--- src/rtl/dpb_pkg.sv ---
// Shared types and default sizing for the dirty pointer broker scheduler.
package dpb_pkg;

  localparam int PTR_W_DEF  = 16;
  localparam int DEPTH_DEF  = 32;
  localparam int BATCH_DEF  = 8;
  localparam int LOW_WM_DEF = 8;

  typedef logic [PTR_W_DEF-1:0] dpb_ptr_t;

  typedef enum logic [1:0] {
    IDLE = 2'd0,
    REQ  = 2'd1,
    WAIT = 2'd2
  } dpb_refill_state_e;

endpackage

--- src/rtl/dpb_ptr_sched_if.sv ---
// Consumer (TMU/PRC) and PFS refill signals of the pointer scheduler.
interface dpb_ptr_sched_if #(
  parameter int PTR_W = 16,
  parameter int CNT_W = 4
);
  logic             tmu_req;
  logic             tmu_gnt;
  logic [PTR_W-1:0] tmu_ptr;
  logic             prc_req;
  logic             prc_gnt;
  logic [PTR_W-1:0] prc_ptr;
  logic             pfs_req_valid;
  logic             pfs_req_ready;
  logic [CNT_W-1:0] pfs_req_cnt;
  logic             pfs_rsp_valid;
  logic [PTR_W-1:0] pfs_rsp_ptr;

  // master is the scheduler, slave is the consumers plus PFS
  modport master (
    input  tmu_req, prc_req, pfs_req_ready, pfs_rsp_valid, pfs_rsp_ptr,
    output tmu_gnt, tmu_ptr, prc_gnt, prc_ptr, pfs_req_valid, pfs_req_cnt
  );

  modport slave (
    output tmu_req, prc_req, pfs_req_ready, pfs_rsp_valid, pfs_rsp_ptr,
    input  tmu_gnt, tmu_ptr, prc_gnt, prc_ptr, pfs_req_valid, pfs_req_cnt
  );
endinterface

--- src/rtl/dpb_ptr_fifo.sv ---
// Pointer cache: DEPTH-entry FIFO with wrapping read/write pointers and occupancy.
module dpb_ptr_fifo
  import dpb_pkg::*;
#(
  parameter  int PTR_W = PTR_W_DEF,
  parameter  int DEPTH = DEPTH_DEF,
  localparam int AW    = $clog2(DEPTH),
  localparam int OCC_W = $clog2(DEPTH + 1)
) (
  input  logic             clk,
  input  logic             rst,
  input  logic             push_i,
  input  logic [PTR_W-1:0] din_i,
  input  logic             pop_i,
  output logic [PTR_W-1:0] head_o,
  output logic [OCC_W-1:0] count_o
);

  logic [PTR_W-1:0] mem_q [DEPTH];
  logic [AW-1:0]    wr_q, rd_q;
  logic [OCC_W-1:0] count_q, count_d;

  always_comb begin
    count_d = count_q;
    case ({push_i, pop_i})
      2'b10:   count_d = count_q + OCC_W'(1);
      2'b01:   count_d = count_q - OCC_W'(1);
      default: count_d = count_q;
    endcase
  end

  always_ff @(posedge clk) begin
    if (rst) begin
      wr_q    <= '0;
      rd_q    <= '0;
      count_q <= '0;
    end else begin
      if (push_i) wr_q <= wr_q + AW'(1);
      if (pop_i)  rd_q <= rd_q + AW'(1);
      count_q <= count_d;
    end
  end

  // storage needs no reset; occupancy alone says which entries are live
  always_ff @(posedge clk) begin
    if (push_i) mem_q[wr_q] <= din_i;
  end

  assign head_o  = mem_q[rd_q];
  assign count_o = count_q;

endmodule

--- src/rtl/dpb_ptr_sched.sv ---
// Pointer scheduler: cached dirty pointers shared by TMU/PRC, refilled in batches from PFS.
//   state | meaning
//   IDLE  | no batch in flight; start one when enabled and cache below LOW_WM
//   REQ   | batch request held on PFS until accepted
//   WAIT  | collecting the outstanding pointers of the accepted batch
module dpb_ptr_sched
  import dpb_pkg::*;
#(
  parameter  int PTR_W  = PTR_W_DEF,
  parameter  int DEPTH  = DEPTH_DEF,
  parameter  int BATCH  = BATCH_DEF,
  parameter  int LOW_WM = LOW_WM_DEF,
  localparam int CNT_W  = $clog2(BATCH + 1),
  localparam int OCC_W  = $clog2(DEPTH + 1)
) (
  input  logic             clk,
  input  logic             rst,
  input  logic             cfg_en_i,
  dpb_ptr_sched_if.master  bus,
  output logic [OCC_W-1:0] occupancy_o,
  output logic             err_unexp_rsp_o
);

  dpb_refill_state_e state_q, state_d;
  logic [CNT_W-1:0]  outst_q, outst_d;
  logic              last_tmu_q, last_tmu_d;
  logic              err_q, err_d;
  logic              rsp_ok, pop;
  logic [PTR_W-1:0]  head;
  logic [OCC_W-1:0]  count;

  dpb_ptr_fifo #(.PTR_W(PTR_W), .DEPTH(DEPTH)) u_fifo (
    .clk     (clk),
    .rst     (rst),
    .push_i  (rsp_ok),
    .din_i   (bus.pfs_rsp_ptr),
    .pop_i   (pop),
    .head_o  (head),
    .count_o (count)
  );

  // round-robin: on contention the side not granted last wins
  always_comb begin
    bus.tmu_gnt = 1'b0;
    bus.prc_gnt = 1'b0;
    if (count != '0) begin
      if (bus.tmu_req && (!bus.prc_req || !last_tmu_q)) bus.tmu_gnt = 1'b1;
      else if (bus.prc_req)                             bus.prc_gnt = 1'b1;
    end
    pop        = bus.tmu_gnt | bus.prc_gnt;
    last_tmu_d = bus.tmu_gnt ? 1'b1 : (bus.prc_gnt ? 1'b0 : last_tmu_q);
  end

  assign bus.tmu_ptr = (count != '0) ? head : '0;
  assign bus.prc_ptr = (count != '0) ? head : '0;

  always_comb begin
    state_d           = state_q;
    outst_d           = outst_q;
    rsp_ok            = 1'b0;
    bus.pfs_req_valid = 1'b0;
    bus.pfs_req_cnt   = '0;
    case (state_q)
      IDLE: begin
        if (cfg_en_i && (count < OCC_W'(LOW_WM)) && (outst_q == '0)) state_d = REQ;
      end
      REQ: begin
        bus.pfs_req_valid = 1'b1;
        bus.pfs_req_cnt   = CNT_W'(BATCH);
        if (bus.pfs_req_ready) begin
          // a response in the handshake cycle already belongs to this batch
          rsp_ok  = bus.pfs_rsp_valid;
          outst_d = CNT_W'(BATCH) - CNT_W'(bus.pfs_rsp_valid);
          state_d = (outst_d == '0) ? IDLE : WAIT;
        end
      end
      WAIT: begin
        if (bus.pfs_rsp_valid) begin
          rsp_ok  = 1'b1;
          outst_d = outst_q - CNT_W'(1);
          if (outst_q == CNT_W'(1)) state_d = IDLE;
        end
      end
      default: state_d = IDLE;
    endcase
    err_d = err_q | (bus.pfs_rsp_valid & ~rsp_ok);
  end

  always_ff @(posedge clk) begin
    if (rst) begin
      state_q    <= IDLE;
      outst_q    <= '0;
      last_tmu_q <= 1'b0;
      err_q      <= 1'b0;
    end else begin
      state_q    <= state_d;
      outst_q    <= outst_d;
      last_tmu_q <= last_tmu_d;
      err_q      <= err_d;
    end
  end

  assign occupancy_o     = count;
  assign err_unexp_rsp_o = err_q;

endmodule

--- src/flat_wrapper.sv ---
// flat-port wrapper written by rule: the top's interface ports become plain ports
module dpb_ptr_sched_flat import dpb_pkg::*;
#(
  parameter  int PTR_W  = PTR_W_DEF,
  parameter  int DEPTH  = DEPTH_DEF,
  parameter  int BATCH  = BATCH_DEF,
  parameter  int LOW_WM = LOW_WM_DEF,
  localparam int CNT_W  = $clog2(BATCH + 1),
  localparam int OCC_W  = $clog2(DEPTH + 1)
)
  (clk, rst, cfg_en_i, occupancy_o, err_unexp_rsp_o, bus_tmu_req, bus_prc_req, bus_pfs_req_ready, bus_pfs_rsp_valid, bus_pfs_rsp_ptr, bus_tmu_gnt, bus_tmu_ptr, bus_prc_gnt, bus_prc_ptr, bus_pfs_req_valid, bus_pfs_req_cnt);
  dpb_ptr_sched_if #(.PTR_W(PTR_W), .CNT_W(4)) bus_i ();
  input  logic clk;
  input  logic rst;
  input  logic cfg_en_i;
  output logic [OCC_W-1:0] occupancy_o;
  output logic err_unexp_rsp_o;
  input wire logic [$bits(bus_i.tmu_req)-1:0] bus_tmu_req;
  input wire logic [$bits(bus_i.prc_req)-1:0] bus_prc_req;
  input wire logic [$bits(bus_i.pfs_req_ready)-1:0] bus_pfs_req_ready;
  input wire logic [$bits(bus_i.pfs_rsp_valid)-1:0] bus_pfs_rsp_valid;
  input wire logic [$bits(bus_i.pfs_rsp_ptr)-1:0] bus_pfs_rsp_ptr;
  output wire logic [$bits(bus_i.tmu_gnt)-1:0] bus_tmu_gnt;
  output wire logic [$bits(bus_i.tmu_ptr)-1:0] bus_tmu_ptr;
  output wire logic [$bits(bus_i.prc_gnt)-1:0] bus_prc_gnt;
  output wire logic [$bits(bus_i.prc_ptr)-1:0] bus_prc_ptr;
  output wire logic [$bits(bus_i.pfs_req_valid)-1:0] bus_pfs_req_valid;
  output wire logic [$bits(bus_i.pfs_req_cnt)-1:0] bus_pfs_req_cnt;
  assign bus_i.tmu_req = bus_tmu_req;
  assign bus_i.prc_req = bus_prc_req;
  assign bus_i.pfs_req_ready = bus_pfs_req_ready;
  assign bus_i.pfs_rsp_valid = bus_pfs_rsp_valid;
  assign bus_i.pfs_rsp_ptr = bus_pfs_rsp_ptr;
  assign bus_tmu_gnt = bus_i.tmu_gnt;
  assign bus_tmu_ptr = bus_i.tmu_ptr;
  assign bus_prc_gnt = bus_i.prc_gnt;
  assign bus_prc_ptr = bus_i.prc_ptr;
  assign bus_pfs_req_valid = bus_i.pfs_req_valid;
  assign bus_pfs_req_cnt = bus_i.pfs_req_cnt;
  dpb_ptr_sched #(.PTR_W(PTR_W), .DEPTH(DEPTH), .BATCH(BATCH), .LOW_WM(LOW_WM)) u_core (.clk(clk), .rst(rst), .cfg_en_i(cfg_en_i), .bus(bus_i), .occupancy_o(occupancy_o), .err_unexp_rsp_o(err_unexp_rsp_o));
endmodule
--- config.mk ---
export PLATFORM = sky130hd
export DESIGN_NAME = dpb_ptr_sched_flat
export DESIGN_NICKNAME = d
export VERILOG_FILES = /design/src/rtl/dpb_pkg.sv /design/src/rtl/dpb_ptr_sched_if.sv /design/src/rtl/dpb_ptr_fifo.sv /design/src/rtl/dpb_ptr_sched.sv /design/src/flat_wrapper.sv
export SDC_FILE = /design/constraint.sdc
export NUM_CORES = 1
export LEC_CHECK = 0
export CORE_MARGIN = 10
export CORE_UTILIZATION = 61
export CTS_CLUSTER_DIAMETER = 200
export DETAILED_ROUTE_END_ITERATION = 16
export GPL_ROUTABILITY_DRIVEN = 0
export PLACE_DENSITY = 0.79
export SYNTH_ARGS = -nofsm -noshare
export SYNTH_HDL_FRONTEND = slang
export SYNTH_SLANG_ARGS = --single-unit
--- constraint.sdc ---
create_clock -name clk -period 5.3 [get_ports clk]
set_input_delay 1.06 -clock clk [delete_from_list [all_inputs] [get_ports clk]]
set_output_delay 1.06 -clock clk [all_outputs]
set_load 0.005 [all_outputs]
# After elaboration in Yosys (flattened, before gate mapping)
# Memory sizes are Yosys's and may differ from the RTL's. A register that Yosys moved wholly into a read port is not among the register bits.
# Index checks and enable logic that the tools add are counted.
# word_totals
ram_bits	512
elab_cells	70
inputBits	23
register_bits	24
n_memories	1
out_inout_bits	46
# memory_table
name	words	word_bits	rd	rd_ports_with_merged_regs	wr	line_no	source
u_core.u_fifo.mem_q	32	16	1	1	1	dpb_ptr_fifo.sv:19	logic [PTR_W-1:0] mem_q [DEPTH];
# classes
n_reduce_logical	15
n_eq_ne	9
n_bitwise	4
n_lt_le_gt_ge	1
n_addsub	6
mux	27
# ops
cell	n
$mux W16	1
$mux W1	12
$mux W4	3
$pmux W6 S2	1
$add A5 B1 Y5 const B	2
$mux W2	5
$mux W5	2
$logic_not A4 Y1	2
$pmux W4 S2	1
$add A6 B1 Y6 const B	1
$lt A6 B4 Y1 const B	1
$pmux W2 S3	1
$reduce_bool A2 Y1	3
$reduce_bool A6 Y1	1
$sub A6 B1 Y6 const B	1
$eq A2 B1 Y1 const B	2
$eq A2 B2 Y1 const B	2
$eq A4 B1 Y1 const B	1
$ne A2 B1 Y1 const B	2
$ne A2 B2 Y1 const B	2
$reduce_and A4 Y1	1
$sub A4 B1 Y4 const A	1
$sub A4 B1 Y4 const B	1
$logic_and A1 B1 Y1	3
8 further kinds	10

# Logic depth before layout (Yosys ltp)
# logic_depth
word_depth	8
depth_mapped	15
mapped_depth_nobuf	13

# Hierarchy
# Synthesis repeated with hierarchy kept, for this count alone.
# unflattened
cells_unflattened	1182
hier_area_um2	21553.2
# modules_own_cells
mod	area_each_um2	seq_area_each_um2	cells_per_inst	instances
dpb_ptr_fifo	20684.8	15795.1	1068	1
dpb_ptr_sched	868.3	160.2	114	1

# Least setup slack after synthesis
# No wires, ideal clock.
# synth_path
path_type	input to register
from	input bus_pfs_req_ready
to	register u_core.u_fifo.count_q[4], in the netlist u_core.u_fifo.count_o[4]
required_ns	5.179
cell_stages	13
path_buffers	2
t_arrival_ns	3.087
setup_slack_ns	2.092
setup_time_ns	0.121
cell_sequence	a21o_1 and3_1 buf_2 inv_1 ha_1 clkbuf_1 xor2_1 ha_1 a21o_1 nand2_1 a21o_1 a21oi_1 mux2_2
# synth_between
elab_chain_cells	4
elab_cells_between_ends	6
classes_between	eq/ne: 2; mux: 3; reduce/logical: 1
# synth_lines
element	line_no	source
from (decl)	flat_wrapper.sv:20	input wire logic [$bits(bus_i.pfs_req_ready)-1:0] bus_pfs_req_ready;
$mux W1 *	dpb_ptr_sched.sv:70	if (bus.pfs_req_ready) begin
$pmux W1 S2 *	dpb_ptr_sched.sv:63	case (state_q)
$eq A2 B1 Y1 or $eq A2 B2 Y1 (tied branches)	dpb_ptr_fifo.sv:25	case ({push_i, pop_i})
$pmux W6 S2 or $reduce_bool A2 Y1 (tied branches)	n/a	
to (signal assigned)	dpb_ptr_fifo.sv:40	count_q <= count_d;
to (decl)	dpb_ptr_fifo.sv:21	logic [OCC_W-1:0] count_q, count_d;
# Every way passes the cells marked *; elsewhere a longest branch is shown, timed or not.
# A chain may end at the register's enable or synchronous reset.

==> impl_results.md <==
- Initial antenna violation count: 1
- Total wire length: 46.8 mm
- Root Buffer: clkbuf_16
- # hold bufs at CTS: 0
- Skew-Pair Late Insertion Delay: 0.56 ns
- Critical path arrival: 3.54 ns
- Die area: 43,000 µm²
- EDFF count, synth: 512
- Ys Warns: 0
- R2r startpoint: u_core.state_q[0]
- Vert. Die Dim: 207 µm
- First-pass GRT wire length: 70.2 mm
- WL per Instance: 28.6 µm
- Setup TNS Final: 0 ns
- Min-Delay Endpoint: u_core.err_unexp_rsp_o
- Final Cycle Share: 86.8%
- Met2 WL post-DR: 23.7 mm
- Die W: 207 µm
- Worst VDD drop: 0.000364 V
- Slowest stage delay, CP: 0.61 ns
- Final Hold Fails: 0
- Cts bufs inserted: 52
- Antenna Violating Nets Remaining: 0
- Fin crit period: 4.60 ns
- Average size of a mapped cell: 20.4 µm²
- Max Cap Viol: 0
- Syn Inst Count: 1,049
- Crit path launch type: flip-flop
- Post-synth cell types: 41
- Seq/Total Area, Yosys: 74.5%
- Hpwl dp: 27.8 mm
- Fillcell total: 2,030
- R2R cell count: 13
- Row Count: 68
- Asr flop ratio synth: 0%
- Reg2reg setup slack: 2.19 ns
- Largest net degree at the start of global routing: 35
- M1 WL: 18.3 mm
- Via count: 10.7k
- Vias in the first global route: 11.2k
- First drt pass iteration count: 5
- Final setup fails: 0
- Post-route clock skew: 0.0114 ns
- Core footprint: 34,600 µm²
- Post-synthesis register bit count: 541
- Non-Filler Instances: 1,640
- Endpoint class of the critical path: primary output
- Mapped Area: 21,400 µm²
- F_max: 217 MHz
- Critical Path Fanout Max: 21
- Final setup margin: 0.699 ns
- DR top layer: met5
- CTS sink cnt: 541
- Initial core utilization: 61.8%
- Worst slack, placed: 1.25 ns
- Hold Crit Class: flip-flop to flip-flop
- Worst-path clk slew: 0.06 ns
- CTS tree: yes
- H-tree Lvls: 2
- Layout cell share with drive strength beyond 1: 24.7%
- Synth Flop Type: edfxtp_1
- Hold_sp: u_core.err_unexp_rsp_o
- Post-CTS Setup Bufs: 0
- Placed Instances: 1,547
- I/O pins: 69
- 1st-iter DRT viols: 1,133
- Post-cts sizing count: 0
- RSZ-0062 raised after global routing: no
- Total GRT Usage: 21.5%
- Worst path cell trace: buf_4 -> mux4_2 -> mux2_2 -> o22ai_1 -> nor3_1 -> clkdlybuf4s50_1
- Area Overhead vs Synth: 12.9%
- Fin. max-slew vios: 0
- Slew @ Worst Pin: 1.36 ns
- Critical-path top delay cell: dfxtp_4
- Drt via density: 6.52
- GRT overflow: 0
- Pwr dens: 451 nW/µm²
- Final nets: 1,185
- Number of diodes: 0
- Met3 routed WL: 3.74 mm
- Reg2reg end: u_core.u_fifo.count_o[4]
- Worst Setup Path Type: flip-flop to primary output
- Clk buf depth: 3
- Leak: 7.53 nW
- DRC viols: 0
- Slew margin rel.: 8.92%
- WP data required: 4.24 ns
- Hold path depth: 2
- Status: completed
- I/O Buffers: 65
-- per-stage QoR --
stage	cell area (µm²)	utilization [%]	hold WS [ns]	power (mW)
after floorplan	21400	-	0.460	6.76
after global placement	22600	65.2	0.461	7.44
after detailed placement	22600	65.2	0.461	7.49
after CTS	24200	69.8	0.485	11.0
after global routing	24200	69.8	0.523	11.3
final	24200	69.8	0.477	10.9
-- cells in the mapped netlist, types with 3 or more instances --
library cell	count	area (µm²)
buf_6	15	169
dfxtp_1	29	581
mux4_2	128	2880
nand4_1	6	37.5
buf_4	27	203
nor2_1	62	233
inv_1	13	48.8
nor3_1	16	80.1
or3b_2	3	26.3
a211oi_1	12	90.1
or3_1	3	18.8
o221ai_1	17	149
a21oi_1	15	75.1
nor2b_1	16	100
edfxtp_1	512	15400
xnor2_1	4	35.0
o21ai_0	6	30.0
xor2_1	8	70.1
buf_2	9	45.0
o22ai_1	17	106
clkbuf_1	16	60.1
mux2i_1	10	100
a311oi_1	6	52.6
mux2_2	34	383
nand2_1	20	75.1
nand3b_1	4	30.0
nand2b_1	4	25.0
a21o_1	3	22.5
buf_1	7	26.3
ha_1	16	200
-- how the worst max path moves through the flow --
stage          depth (start not counted)  slack [ns]         startpoint                       end
2_1_floorplan                         13        2.09  bus_pfs_req_ready  u_core.u_fifo.count_o[4]
3_3_place_gp                           6        1.33          flip-flop            bus_tmu_ptr[2]
3_5_place_dp                           6        1.25          flip-flop           bus_prc_ptr[13]
4_1_cts                                6        0.67          flip-flop           bus_prc_ptr[13]
5_1_grt                                6        0.56          flip-flop            bus_prc_ptr[2]
6_report                               6        0.70          flip-flop            bus_tmu_ptr[9]
-- layout by cell type (no fill, tap or decap), types with 2 or more instances in the layout --
cell type        instances
a211oi_1                12
a21o_1                   3
a21oi_1                 15
a311oi_1                 6
buf_12                   4
buf_4                   47
bufinv_16                4
clkbuf_1                 9
clkbuf_16               53
clkdlybuf4s50_1         65
clkinv_1                14
clkinv_2                10
clkinvlp_4               2
conb_1                   3
dfxtp_1                 25
dfxtp_2                  2
dfxtp_4                  2
edfxtp_1               512
ha_1                    16
inv_1                   13
mux2_2                  34
mux2i_1                 10
mux4_2                 128
nand2_1                 20
nand2b_1                 4
nand3b_1                 4
nand4_1                  6
nor2_1                  59
nor2_2                   3
nor2b_1                 16
nor3_1                  16
o21ai_0                  6
o221ai_1                17
o22ai_1                 17
or3_1                    3
or3b_2                   3
xnor2_1                  4
xor2_1                   8
-- power breakdown --
group          switching (mW)  leakage, nW  internal (mW)
clock network            1.49        0.789           2.03
registers               0.161         4.84           4.74
logic                    1.12         1.90           1.37
total                    2.78         7.53           8.14
-- routing by layer --
layer  GRT usage [%]  vias to the layer above
met2            35.7                      540
met3            3.73                       83
met4            6.17                        2
met1            28.7                     5585
li1                -                     4477
met5               0                        -
-- cell families after synthesis --
family                     synth area share [%]
AOI/OAI and AO/OA                          2.65
DFF                                        74.5
other                                    0.0175
adders and majority gates                 0.935
and+or+nand+nor                            3.04
muxes                                      15.7
buffers and inverters                      2.65
xor gates and xnor gates                  0.491
-- state kept, by name (all words and copies together), names as in the netlist, named ones only --
register,flops
u_core.u_fifo.mem_q,512
u_core.u_fifo.count_o,6
u_core.u_fifo.rd_q,5
u_core.u_fifo.wr_q,5
u_core.outst_q,4
u_core.state_q,2
u_core.err_unexp_rsp_o,1
u_core.last_tmu_q,1
-- worst max-delay path: cells and delay by family (launching register included) --
kind	cells	cell delay, ns
and+or+nand+nor	1	0.20
AOI/OAI and AO/OA	1	0.50
buffers and inverters	2	0.84
muxes	2	0.83
DFF	1	0.61
-- cell type report --
cell class | count | area, µm² | area share [%]
Clock buffer | 63 | 1370 | 5.68
Clock inverter | 30 | 238 | 0.983
Inverter | 13 | 48.8 | 0.202
Multi-Input combinational cell | 422 | 4910 | 20.3
Sequential cell | 541 | 16000 | 66.0
Tap cell | 455 | 569 | 2.35
Timing Repair Buffer | 116 | 1080 | 4.48
Power figures use the tool's default switching activity.
